$ cat src/rtl/tone_synth_pkg.sv
// Shared types, default widths and the base half-period table for tone_synth_gen.
package tone_synth_pkg;

  localparam int CNT_W_DEF  = 32;
  localparam int NOTE_W_DEF = 3;
  localparam int OCT_W_DEF  = 2;
  localparam int NUM_NOTES  = 2 ** NOTE_W_DEF;
  localparam int BASE_W     = 16;

  typedef enum logic [NOTE_W_DEF-1:0] {DO_L, RE, MI, FA, SO, LA, SI, DO_H} note_e;

  typedef enum logic {IDLE, RUN} state_e;

  // Half-period divisors at 50 MHz for the lowest octave, indexed by note_e.
  localparam logic [BASE_W-1:0] BASE_DIV [NUM_NOTES] = '{
    16'd47801, 16'd42589, 16'd37936, 16'd35816,
    16'd31928, 16'd28409, 16'd25329, 16'd23900
  };

endpackage

$ cat src/rtl/tone_period_counter.sv
// Half-period counter: counts up to i_div-1 while running and strobes each toggle;
// a toggle taken while the output is high is the period boundary.
module tone_period_counter #(
  parameter int CNT_W = 32
) (
  input  logic             i_clk,
  input  logic             i_rst_n,
  input  logic             i_run,
  input  logic [CNT_W-1:0] i_div,
  input  logic             i_phase,
  output logic             o_toggle,
  output logic             o_boundary
);

  logic [CNT_W-1:0] r_count;
  logic             w_hit;

  assign w_hit      = i_run && (r_count == i_div - CNT_W'(1));
  assign o_toggle   = w_hit;
  assign o_boundary = w_hit && i_phase;

  // NOTE: reset is synchronous, so it is just the first branch of the clocked if-chain.
  always_ff @(posedge i_clk) begin
    if (!i_rst_n || !i_run) begin
      r_count <= '0;
    end else if (w_hit) begin
      r_count <= '0;
    end else begin
      r_count <= r_count + CNT_W'(1);
    end
  end

endmodule

$ cat src/rtl/tone_synth_gen.sv
// Square-wave tone generator with octave shift, run/stop FSM and boundary-aligned note changes.
// Optional macro TONE_SYNTH_PERIOD_CNT_EN adds the period_cnt output.
module tone_synth_gen
  import tone_synth_pkg::*;
#(
  parameter int CNT_W  = CNT_W_DEF,
  parameter int NOTE_W = NOTE_W_DEF,
  parameter int OCT_W  = OCT_W_DEF
) (
  input  logic              inclk,
  input  logic              reset,
  input  logic [NOTE_W-1:0] sel,
  input  logic [OCT_W-1:0]  octave,
  input  logic              enable,
  output logic              outclk,
  output logic              busy,
  output logic              note_ack
`ifdef TONE_SYNTH_PERIOD_CNT_EN
  ,
  output logic [15:0]       period_cnt
`endif
);

  state_e           r_state;
  state_e           w_state_nxt;
  logic [CNT_W-1:0] r_cur_div;
  logic             r_outclk;
  logic             r_busy;
  logic             r_note_ack;
  logic             w_load;
  logic             w_toggle;
  logic             w_boundary;
  logic [CNT_W-1:0] w_shifted;
  logic [CNT_W-1:0] w_div;

  // Candidate half-period from the live inputs; it is only captured on a load.
  assign w_shifted = CNT_W'(BASE_DIV[sel]) >> octave;
  assign w_div     = (w_shifted == '0) ? CNT_W'(1) : w_shifted;

  tone_period_counter #(
    .CNT_W (CNT_W)
  ) u_period_counter (
    .i_clk      (inclk),
    .i_rst_n    (reset),
    .i_run      (r_state == RUN),
    .i_div      (r_cur_div),
    .i_phase    (r_outclk),
    .o_toggle   (w_toggle),
    .o_boundary (w_boundary)
  );

  always_comb begin
    // NOTE: defaults first so every path assigns every output and no latch is inferred.
    w_state_nxt = r_state;
    w_load      = 1'b0;
    unique case (r_state)
      IDLE: begin
        if (enable) begin
          w_state_nxt = RUN;
          w_load      = 1'b1;
        end
      end
      RUN: begin
        if (w_boundary) begin
          if (!enable) begin
            w_state_nxt = IDLE;
          end else if (w_div != r_cur_div) begin
            w_load = 1'b1;
          end
        end
      end
      default: w_state_nxt = IDLE;
    endcase
  end

  // NOTE: non-blocking assignments so every register updates from pre-edge values.
  always_ff @(posedge inclk) begin
    if (!reset) begin
      r_state    <= IDLE;
      r_cur_div  <= CNT_W'(BASE_DIV[DO_L]);
      r_outclk   <= 1'b0;
      r_busy     <= 1'b0;
      r_note_ack <= 1'b0;
    end else begin
      r_state    <= w_state_nxt;
      r_busy     <= (w_state_nxt == RUN);
      r_note_ack <= w_load;
      if (w_load) begin
        r_cur_div <= w_div;
      end
      // The stop boundary is a 1->0 toggle, so the output always lands low in IDLE.
      if (w_toggle) begin
        r_outclk <= ~r_outclk;
      end
    end
  end

  assign outclk   = r_outclk;
  assign busy     = r_busy;
  assign note_ack = r_note_ack;

`ifdef TONE_SYNTH_PERIOD_CNT_EN
  logic [15:0] r_period_cnt;

  always_ff @(posedge inclk) begin
    if (!reset) begin
      r_period_cnt <= '0;
    end else if ((r_state == IDLE) && (w_state_nxt == RUN)) begin
      r_period_cnt <= '0;
    end else if (w_boundary) begin
      r_period_cnt <= r_period_cnt + 16'd1;
    end
  end

  assign period_cnt = r_period_cnt;
`endif

endmodule
$ cat config.mk
export PLATFORM = sky130hd
export DESIGN_NAME = tone_synth_gen
export DESIGN_NICKNAME = d
export VERILOG_FILES = /design/src/rtl/tone_synth_pkg.sv /design/src/rtl/tone_period_counter.sv /design/src/rtl/tone_synth_gen.sv
export SDC_FILE = /design/constraint.sdc
export NUM_CORES = 1
export LEC_CHECK = 0
export ABC_AREA = 1
export BUFFER_PORTS_ARGS = -buffer_cell sky130_fd_sc_hd__buf_4
export CAP_MARGIN = 20
export CORE_AREA = 2 2 96 98
export CTS_CLUSTER_SIZE = 12
export DETAILED_ROUTE_END_ITERATION = 6
export DIE_AREA = 0 0 98 100
export SYNTH_ARGS = -nofsm -noshare
export SYNTH_HDL_FRONTEND = slang
export SYNTH_SLANG_ARGS = --single-unit
$ cat constraint.sdc
create_clock -name inclk -period 3.65 [get_ports inclk]
set_clock_uncertainty 0.05 [all_clocks]
set_input_delay 0.9125 -clock inclk [delete_from_list [all_inputs] [get_ports inclk]]
set_output_delay 0.9125 -clock inclk [all_outputs]
set_load 0.02 [all_outputs]
Word level (Yosys, flattened, before mapping)
Memories as Yosys holds them, arrays and structs flattened.
Cells that the tools add are included.
{ "totals": {"ff_bits": 67, "n_memories": 1, "output_inout_bits": 3, "ramBits": 0, "rom_bits": 128, "latchBits": 0, "inputBits": 8} }
{ "memory_table": {"columns": ["name", "words", "width", "read_ports", "rd_clocked_by_memory_dff", "wr", "line_no", "rtl"], "rows": [
  ["(no name shown)", 8, 16, 1, 0, 0, "tone_synth_gen.sv:37", "assign w_shifted = CNT_W'(BASE_DIV[sel]) >> octave;"]
]} }
{ "classes": {"muxes": 10, "mul": 0, "reduce_logical": 7, "shift": 1, "addsub": 2, "bitwise_logic": 3, "n_div": 0, "n_lt_le_gt_ge": 1, "n_eq_ne": 2} }
{ "op_table": {"columns": ["cell", "count"], "rows": [
  ["$add A32 B1 Y32 const B", 1],
  ["$eq A32 B32 Y1", 1],
  ["$logic_not A32 Y1", 1],
  ["$mux W16", 2],
  ["$mux W32", 1],
  ["$ne A32 B32 Y1", 1],
  ["$shr A16 B2 Y32", 1],
  ["$sub A32 B1 Y32 const B", 1],
  ["$mux W1", 5],
  ["$ge A4 B4 Y1 const B", 1],
  ["$not A3 Y4", 1],
  ["$pmux W1 S2", 2],
  ["$logic_and A1 B1 Y1", 2],
  ["$logic_not A1 Y1", 2],
  ["$not A1 Y1", 2],
  ["$reduce_or A2 Y1", 1],
  ["$logic_or A1 B1 Y1", 1]
]} }

Longest topological paths before layout
Gate-level depths: netlist of run 1.
{ "logic_depth": {"ltp_word": 12, "ltp_mapped": 22} }

Cells and area by module
A second synthesis of run 1 with hierarchy kept.
{ "unflattened": {"hier_cells": 815, "area_unflattened_um2": 4949.7} }
{ "modules_own_cells": {"columns": ["module", "area_per_inst_um2", "instances", "cells_each"], "rows": [
  ["tone_period_counter", 3151.8, 1, 501],
  ["tone_synth_gen", 1798.0, 1, 314]
]} }

Worst setup path after synthesis of run 1
OpenSTA, ideal clock, no wires.
{ "synth_path": {"kind": "input port to flip-flop", "startpoint": "input octave[0]", "endpoint": "register r_cur_div[0]", "n_path_buf": 3, "arrival_ns": 2.755, "setup_slack_ns": 0.712, "setup_ns": 0.134, "cell_stages": 18, "cell_sequence": "buf_2 clkinv_1 buf_2 ha_1 inv_1 nor2_1 inv_1 nand2_1 nand4_1 nor2_1 nand2_1 nor2_1 nor2_1 nand4_1 nand2_2 buf_4 nand2_1 nand3_1"} }
{ "synth_via": {"elab_chain_cells": 8} }
{ "synth_lines": {"columns": ["element", "line_no", "rtl"], "rows": [
  ["start, declared", "tone_synth_gen.sv:13", "input logic [OCT_W-1:0] octave,"],
  ["$shr A16 B2 Y32 *", "tone_synth_gen.sv:37", null],
  ["$logic_not A32 Y1", "tone_synth_gen.sv:38", "assign w_div = (w_shifted == '0) ? CNT_W'(1) : w_shifted;"],
  ["$mux W32 *", "tone_synth_gen.sv:38", null],
  ["$ne A32 B32 Y1", "tone_synth_gen.sv:67", "end else if (w_div != r_cur_div) begin"],
  ["$mux W1", "tone_synth_gen.sv:67", null],
  ["$mux W1", "tone_synth_gen.sv:65", "if (!enable) begin"],
  ["$mux W1", "tone_synth_gen.sv:64", "if (w_boundary) begin"],
  ["$pmux W1 S2", "tone_synth_gen.sv:56", "unique case (r_state)"],
  ["end signal, assigned", "tone_synth_gen.sv:80", "r_cur_div <= CNT_W'(BASE_DIV[DO_L]);"],
  ["end signal, assigned", "tone_synth_gen.sv:89", "r_cur_div <= w_div;"],
  ["end, declared", "tone_synth_gen.sv:26", "logic [CNT_W-1:0] r_cur_div;"]
]} }
Mark *: on every way between the ends. The rest lies on a longest branch, timed or not.
A chain may end at the register's enable or synchronous reset.

Worst setup path after layout of run 1
{ "layout_path": {"startpoint": "input sel[0]", "endpoint": "register r_cur_div[8]"} }
{ "layout_via": {"elab_chain_cells": 12} }
{ "layout_lines": {"columns": ["element", "line_no", "rtl"], "rows": [
  ["start, declared", "tone_synth_gen.sv:12", "input logic [NOTE_W-1:0] sel,"],
  ["$not A3 Y4 (implied by the code) *", "tone_synth_gen.sv:37", null],
  ["$mem_v2 Z8 W16 *", null, null],
  ["$mux W16 (implied by the code) * (2 in series)", "tone_synth_gen.sv:37", null],
  ["$shr A16 B2 Y32 *", "tone_synth_gen.sv:37", null],
  ["$logic_not A32 Y1", "tone_synth_gen.sv:38", null],
  ["$mux W32 *", "tone_synth_gen.sv:38", null],
  ["$ne A32 B32 Y1", "tone_synth_gen.sv:67", null],
  ["$mux W1", "tone_synth_gen.sv:67", null],
  ["$mux W1", "tone_synth_gen.sv:65", null],
  ["$mux W1", "tone_synth_gen.sv:64", null],
  ["$pmux W1 S2", "tone_synth_gen.sv:56", null]
]} }
Mark *: on every way between the ends. The rest lies on a longest branch, timed or not. The select of a mux whose other input is x is not followed.

==> out/summary.md, run 1 <==
The run finished with clean final reports. The nature of the critical path endpoint is a flop. The tools report the number of synthesis warnings as 0. The worst hold path class was flop to flop. The root buffer cell is clkbuf_8. Compared with the post-synthesis result, the final layout area differs by 6.338%.

Number of antenna diodes: 0. Async set-or-reset flop fraction in the synthesized netlist: 0%. Dividing the synthesized area by the synthesized cell count gives 5.801 sq um. The run gives 0 as the final number of max-transition violations. The data arrival time at the worst-slack endpoint is 3.36 ns. Summed over all cells, the static leakage comes to 2.105 nW. For the initial antenna violation count, the log shows 0. Across all register-to-register paths, the minimum setup slack is 0.60 ns. The clock period could shrink to 3.142 ns. Counting every net in the synthesized netlist gives 752. The overall die height is 100 microns. The commonest cells after synthesis are 231 x nand2_1, 133 x nand3_1, 88 x nor2_1.

The data required time at the worst endpoint is 3.87 ns, and the number of max-cap violations is 0. The final layout contains routed wiring with a total length of 11,820 microns. At the end of routability-driven placement, the weighted congestion stood at 0.9444.

For the highest ir drop seen on vdd, the log shows 0.1711 mV. Setup violations remaining at the end of the flow were counted as 0. Fraction of synthesized cell area taken by the top area cell type: 23.94%. The worst register-to-register path begins at r_cur_div[10]. The HPWL after detailed placement is 9402 microns. The number of placed I/O pins is 11. The most critical setup path has its endpoint at r_cur_div[8]. The synthesized design spends more area on one cell type than any other, namely dfxtp_1. Summed over all layers, the global routing overflow is 0. The logs give 0 for the post-CTS setup-driven buffer insertion count and 735 for the synthesized instance count.

Summing all placed instances gives a cell area of 4422 sq um. Counting every sink on the clock net gives 51. The tools report the achievable clock frequency as 0.3183 GHz. Sorting the synthesized cells by area gives the leading types as dfxtp_1 24%, nand2_1 20%, nand3_1 16%. The run gives 852 as the number of cells in the finished layout apart from fillers. Counting flops with a built-in enable in the synthesized netlist gives 0. Setup repair after global routing left no endpoint under its margin. TritonCTS built the clock tree. After floorplanning, the core was divided into 35 placement rows. Summing all multi-input logic gate instances after layout gives 2808 sq um.

Number of H-tree levels: 2. For this design, the CTS-stage hold fixing added 0 buffers. In this run, the number of DRC markers left after iteration 0 of detailed routing was 269.

The tightest slew margin relative to the limit was 59.07%. Before antenna repair, the detailed router went through 5 iterations. The most critical setup path has its startpoint at sel[0]. Once the floorplan was initialized, standard cells occupied 47.97% of the core. The netlist area before placement is 4264 sq um.

The floorplan step defined a die boundary enclosing 9800 sq um. Post-cts resize count: 0. After detailed routing, the average wire length per cell comes to 13.87 microns. For the number of nets in the final layout, the log shows 757. After routing, the total negative slack on setup checks comes to 0 ns. The first global-routing pass estimated 19,720 microns of wire. In the final layout, flip-flops and latches occupy 1021 sq um. The maximum clock path buffer count is 2, and the post-placement cell count is 844.

The number of register bits inferred by synthesis works out to 51. The routed layout has 4,521 vias. The total count of hold-check failures in the final report is 0, and the worst-case reg-to-reg path depth is 17.

Once detail routing completed, the nets flagged for antenna violations numbered 0. For the area of all placed cells without fillers, the log shows 4534 sq um. The worst setup path is of the input port to flop kind. The ratio of routed vias to standard cells was 5.306; the chip width was 98 microns. Leading register cell type out of synthesis: dfxtp_1.

Across all hold checks on the routed design, the worst slack comes to 0.4346 ns. In the post-synthesis netlist, the cell with the most instances is nand2_1. Of all nets on the critical path, the largest fanout is 22. Global routing used 24.49% of the available tracks. Entering global routing, the biggest net connects 23 pins.

The worst register-to-register path ends at u_period_counter.r_count[17]. The final routed DRC violation total was 0; the CTS buffer count was 5. For the post-synthesis sequential area ratio, the log shows 23.94%. The netlist uses 32 different library cells. The slew of the pin with the lowest slew margin came out at 0.6133 ns.

Type of origin of the critical path: an input port. The clock insertion delay at the later pin of the skew report is 0.32 ns. The register clock-pin slew on the reported worst setup and hold paths was 0.11 ns; the area of the core region was 8890 sq um. Overall power consumption after layout is estimated at 0.001302 W.

The share of final-layout standard cells stronger than drive strength 1 works out to 6.478%. The final cycle utilization of the critical path was 86.07%; the number of buffers inserted by port buffering was 10. The layout has 978 filler cells. The number of global-route vias before repair came out at 3,980. In this run the power density over the cells is 287.2 nW/um^2.
worst max-delay path, cell delays in order:
cell and delay (ns):
buf_4 0.10, inv_1 0.07, ha_1 0.35, inv_1 0.08
nand2_1 0.15, nand3_1 0.16, nand3_1 0.10, nand2_1 0.11
nand2_1 0.05, nand2_1 0.07, nand2_1 0.05, nor2_1 0.12
nand2_1 0.13, nor2_1 0.13, nor2_1 0.05, nand4_1 0.12
nand2_2 0.29, nand2_1 0.17, nand2_1 0.06, nor2_1 0.08
logic make-up after synthesis:
kind of cell	after synthesis	share of synthesized area [%]
XOR/XNOR	30	6.338
flip-flops	51	23.94
AO/OA/AOI/OAI	20	2.406
adder cells (fa/ha/maj)	9	2.641
buffers and inverters	104	10.21
AND/OR/NAND/NOR	521	54.46
cells in the final DEF (no fill, tap or decap), types with 2 or more instances in the layout:
cell type	count
xor2_1	21
nand3_1	133
nor3b_1	12
and3_1	2
clkbuf_8	5
dfxtp_1	51
nor2_4	2
nand2_2	2
or2_2	7
inv_1	81
a21oi_1	11
ha_1	9
nand2_1	231
nor2_2	3
xnor2_1	8
o21ai_0	8
nor3_1	17
nand4_1	16
nor2_1	88
nor3_2	3
buf_4	19
nor4_1	2
cell type report:
cell class              count  area share (%)
clock buffers               5           1.518
clock inverters             3          0.9658
inverters                  83           6.871
multi-input cells         580           61.92
flip-flops and latches     51           22.52
well taps                 111           3.063
repair buffers             19           3.146
power breakdown:
part / leakage (nW) / total (W) / switching [W] / internal [W]
Combinational: 1.63 / 0.000278 / 0.000181 / 0.0000970
Clock: 0.0581 / 0.000427 / 0.000222 / 0.000205
Sequential: 0.415 / 0.000598 / 0.0000242 / 0.000573
metrics by stage:
step	utilization [%]	worst slack, ns
after detailed placement	49.74	0.1854
after CTS	51.01	0.5257
after global placement	49.74	0.2116
after global routing	51.01	0.1343
after floorplan	-	0.7117
final	51.01	0.5083
how the worst min path moves through the flow:
| stage | to | depth (start not counted) | from | slack, ns |
|---|---|---|---|---|
| after floorplan | u_period_counter.r_count[0] | 1 | u_period_counter.r_count[0] | 0.39 |
| after global placement | u_period_counter.r_count[31] | 2 | u_period_counter.r_count[31] | 0.41 |
| after detailed placement | u_period_counter.r_count[31] | 2 | u_period_counter.r_count[31] | 0.42 |
| after CTS | u_period_counter.r_count[31] | 2 | u_period_counter.r_count[31] | 0.43 |
| after global routing | u_period_counter.r_count[0] | 1 | u_period_counter.r_count[0] | 0.46 |
| final | u_period_counter.r_count[31] | 2 | u_period_counter.r_count[31] | 0.43 |
state kept, by name, summed over array words and instances (netlist names):
register and flops:
u_period_counter.r_count 32, r_cur_div 16, busy 1, note_ack 1, outclk 1
metal layers:
layer  GRT usage [%]  up-vias  wire, microns  part of all wire [%]
li1                -     2360              -                     -
met1           37.56     2058           6151                    52
met2           36.09       93           4966                    42
met3           4.248       10            579                   4.9
met4           4.487        0            122                   1.0
met5               0        -              0                     0
Note: power is estimated with default switching activity, not from simulation.
==> run 2: changes to the inputs <==
--- a/config.mk
+++ b/config.mk
@@ -8,10 +8,10 @@
 export ABC_AREA = 1
 export BUFFER_PORTS_ARGS = -buffer_cell sky130_fd_sc_hd__buf_4
 export CAP_MARGIN = 20
-export CORE_AREA = 2 2 96 98
+export CORE_AREA = 2 2 82 115
 export CTS_CLUSTER_SIZE = 12
 export DETAILED_ROUTE_END_ITERATION = 6
-export DIE_AREA = 0 0 98 100
+export DIE_AREA = 0 0 84 117
 export SYNTH_ARGS = -nofsm -noshare
 export SYNTH_HDL_FRONTEND = slang
 export SYNTH_SLANG_ARGS = --single-unit
==> out/summary.md, run 2 (same netlist as run 1, synthesis figures left out) <==
Number of detailed-route iterations in the first pass: 4 (-1). The hold buffer count at cts was 0 (unchanged); the final cycle utilization of the critical path was 87.40% (+1.3 points). The total via count after detailed routing is 4,595 (+1.6%). The number of global-route vias before repair was 4,305 (+8.2%); the maximum clock path buffer count was 2 (unchanged). The number of sinks driven by the clock tree was 51 (unchanged); the area of the die was 9828 sq um (+0.29%).

The startpoint identified for the worst register-to-register timing path is r_cur_div[2]. The tools report the setup slack after placement as 0.2089 ns (+0.02349 ns). The library cell used most frequently in the layout, excluding fill and tap cells, is nand2_1.

The register clock-pin slew on the reported worst setup and hold paths came out at 0.07 ns (-0.04 ns). The total track usage came out at 26.22% (+1.7 points). For the total count of hold-check failures in the final report, the log shows 0 (unchanged). The number of H-tree levels was 2 (unchanged); the layout overhead on the synthesized area was 7.189%.

The number of placed I/O pins was 11 (unchanged). Setup repair after global routing left no endpoint under its margin. The wire length of the first global-routing pass is 20,640 microns (+4.7%), and the routed wire length is 12,390 microns (+4.8%). The minimum clock period after layout is 3.190 ns (+0.04851 ns), and the routability congestion estimate is 0.9198 (-2.6%).

In the layout the commonest cells are 231 x nand2_1, 133 x nand3_1, 88 x nor2_1. Following the worst setup path forward leads to its endpoint at u_period_counter.r_count[14]. The number of cells in the finished layout apart from fillers came out at 848 (-0.47%). For the final standard cell utilization of the core, the log shows 51.50% (+0.50 points). The largest driver fanout on the critical path is 32 (+45%). The tools report the root buffer cell as clkbuf_16. The wire length per cell after detailed routing is 14.60 microns (+5.3%), and the remaining global-route overflow is 0 (unchanged). The CTS buffer count is 5 (unchanged).

The area of the core region was 8875 sq um (-0.17%). The worst setup path is launched from a flop. TritonCTS built the clock tree. In this run the critical register-to-register path is captured at u_period_counter.r_count[14]. The number of DRC markers in iteration 0 came out at 249 (-7.4%). The most critical setup path has its startpoint at r_cur_div[2].

The run gives 0 (unchanged) as the number of antenna diodes. The largest registers in the layout are u_period_counter.r_count x32, r_cur_div x16. Start point of the worst hold path: u_period_counter.r_count[0]. The leakage power of the design is 2.121 nW (+0.72%), and the maximum number of pins on one net before global-route repair is 33 (+43%). The achievable clock frequency is 0.3135 GHz (-1.5%), and the worst-case reg-to-reg path depth is 17 (unchanged). Setup TNS after final layout: 0 ns (unchanged). Row count: 41 (+17%). The run gives 69.20% (+10 points) as the tightest slew margin relative to the limit. The minimum setup slack among reg-to-reg paths came out at 0.46 ns (-0.14 ns). The number of max-cap violations came out at 0 (unchanged). The final number of max-transition violations is 0 (unchanged), and the slew of the pin with the lowest slew margin is 0.4585 ns (-0.1548 ns).

For the clock insertion delay at the later pin of the skew report, the log shows 0.30 ns (-0.02 ns). The half-perimeter wire length after detailed placement was 10,070 microns (+7.1%). The register with the most flip-flops in the final layout is u_period_counter.r_count. The final routed DRC violation total is 0 (unchanged), and the minimum setup slack in the final design is 0.4598 ns (-0.04851 ns).

The run gives 757 (unchanged) as the number of nets in the final layout. The post-placement cell count was 840 (-0.47%). STA classifies the critical path endpoint as a flop. The type of the worst setup path is flop to flop. The path class of the tightest hold or removal check is flop to flop. The number of setup violations in the final report is 0 (unchanged), and the post-CTS setup-driven buffer insertion count is 0 (unchanged). The flow ran to the end, and the final reports show no timing, DRC or antenna violations.

Overall die height: 117 microns (+17%). Count of antenna-violating nets left after detailed routing: 0 (unchanged). Total power density per cell area: 296.3 nW/um^2 (+3.2%). The tools report the data arrival time at the worst-slack endpoint as 3.33 ns (-0.03 ns). The chip width is 84 microns (-14%), and the initial standard-cell utilization of the core is 48.05% (+0.081 points). The flip-flop count of the largest register, all copies and words added was 32 (unchanged); the share of final-layout standard cells stronger than drive strength 1 was 6.343% (-0.13 points).

The highest ir drop seen on vdd is 0.2386 mV (+39%). The ratio of routed vias to standard cells was 5.419 (+2.1%); the data required time at the worst endpoint was 3.79 ns (-0.08 ns). The initial antenna violation count is 0 (unchanged), and the depth of the worst hold-timing path is 1 (-1). The post-cts resize count came out at 0 (unchanged). Number of buffers inserted by port buffering: 10 (unchanged).
run 2: changes by cell type in the layout (fill, tap and decap cells not counted):
cell	previous run	this run
buf_12	0	1
buf_4	19	18
bufinv_16	1	0
clkbuf_1	0	1
clkbuf_16	0	5
clkbuf_8	5	0
clkinv_4	1	0
clkinvlp_4	0	1
run 2: layout make-up:
class / instances / area, sq um
inverter: 83 / 311.5
fill: 973 / 4304
timing repair buffer: 19 / 155.1
multi-input combinational: 580 / 2808
clock buffer: 6 / 128.9
clock inverter: 2 / 12.51
tap: 107 / 133.9
sequential: 51 / 1021
run 2: how the worst min path moves through the flow:
stage	endpoint	slack [ns]
global route	u_period_counter.r_count[0]	0.47
finish	u_period_counter.r_count[0]	0.42
detailed placement	u_period_counter.r_count[0]	0.41
CTS	u_period_counter.r_count[0]	0.43
floorplan	u_period_counter.r_count[0]	0.39
global placement	u_period_counter.r_count[0]	0.41
run 2: metrics by stage:
step | hold WS, ns | cell area, sq um | power [W]
after floorplan | 0.3862 | 4264 | 0.0008189
after global placement | 0.4136 | 4429 | 0.0008925
after detailed placement | 0.4148 | 4429 | 0.0008958
after CTS | 0.4319 | 4571 | 0.001363
after global routing | 0.4651 | 4571 | 0.001425
final | 0.4248 | 4571 | 0.001354
run 2: worst max-delay path: stages, from the launching register on:
cell	delay, ns
dfxtp_1	0.37
inv_1	0.12
nand3_1	0.20
nor3_2	0.18
nand2_1	0.11
nor3_1	0.15
ha_1	0.26
xor2_1	0.21
nand4_1	0.21
nor2_1	0.15
nand4_1	0.17
nor2_1	0.13
nand4_1	0.08
nor2_1	0.15
nand3_1	0.11
nand3_1	0.15
buf_12	0.20
nor3b_1	0.07
run 2: per-layer routing:
layer  share of wire, %  GRT usage, %  up-vias
li1                   -             -     2367
met1                 40         28.50     2113
met2                 53         50.83       87
met3                2.5         3.086       28
met4                4.0         11.94        0
met5                  0             0        -
run 2: where the power goes:
part	switching [W]	total, W	internal (W)
logic	0.000189	0.000287	0.0000986
clock network	0.000215	0.000469	0.000254
registers	0.0000245	0.000598	0.000573
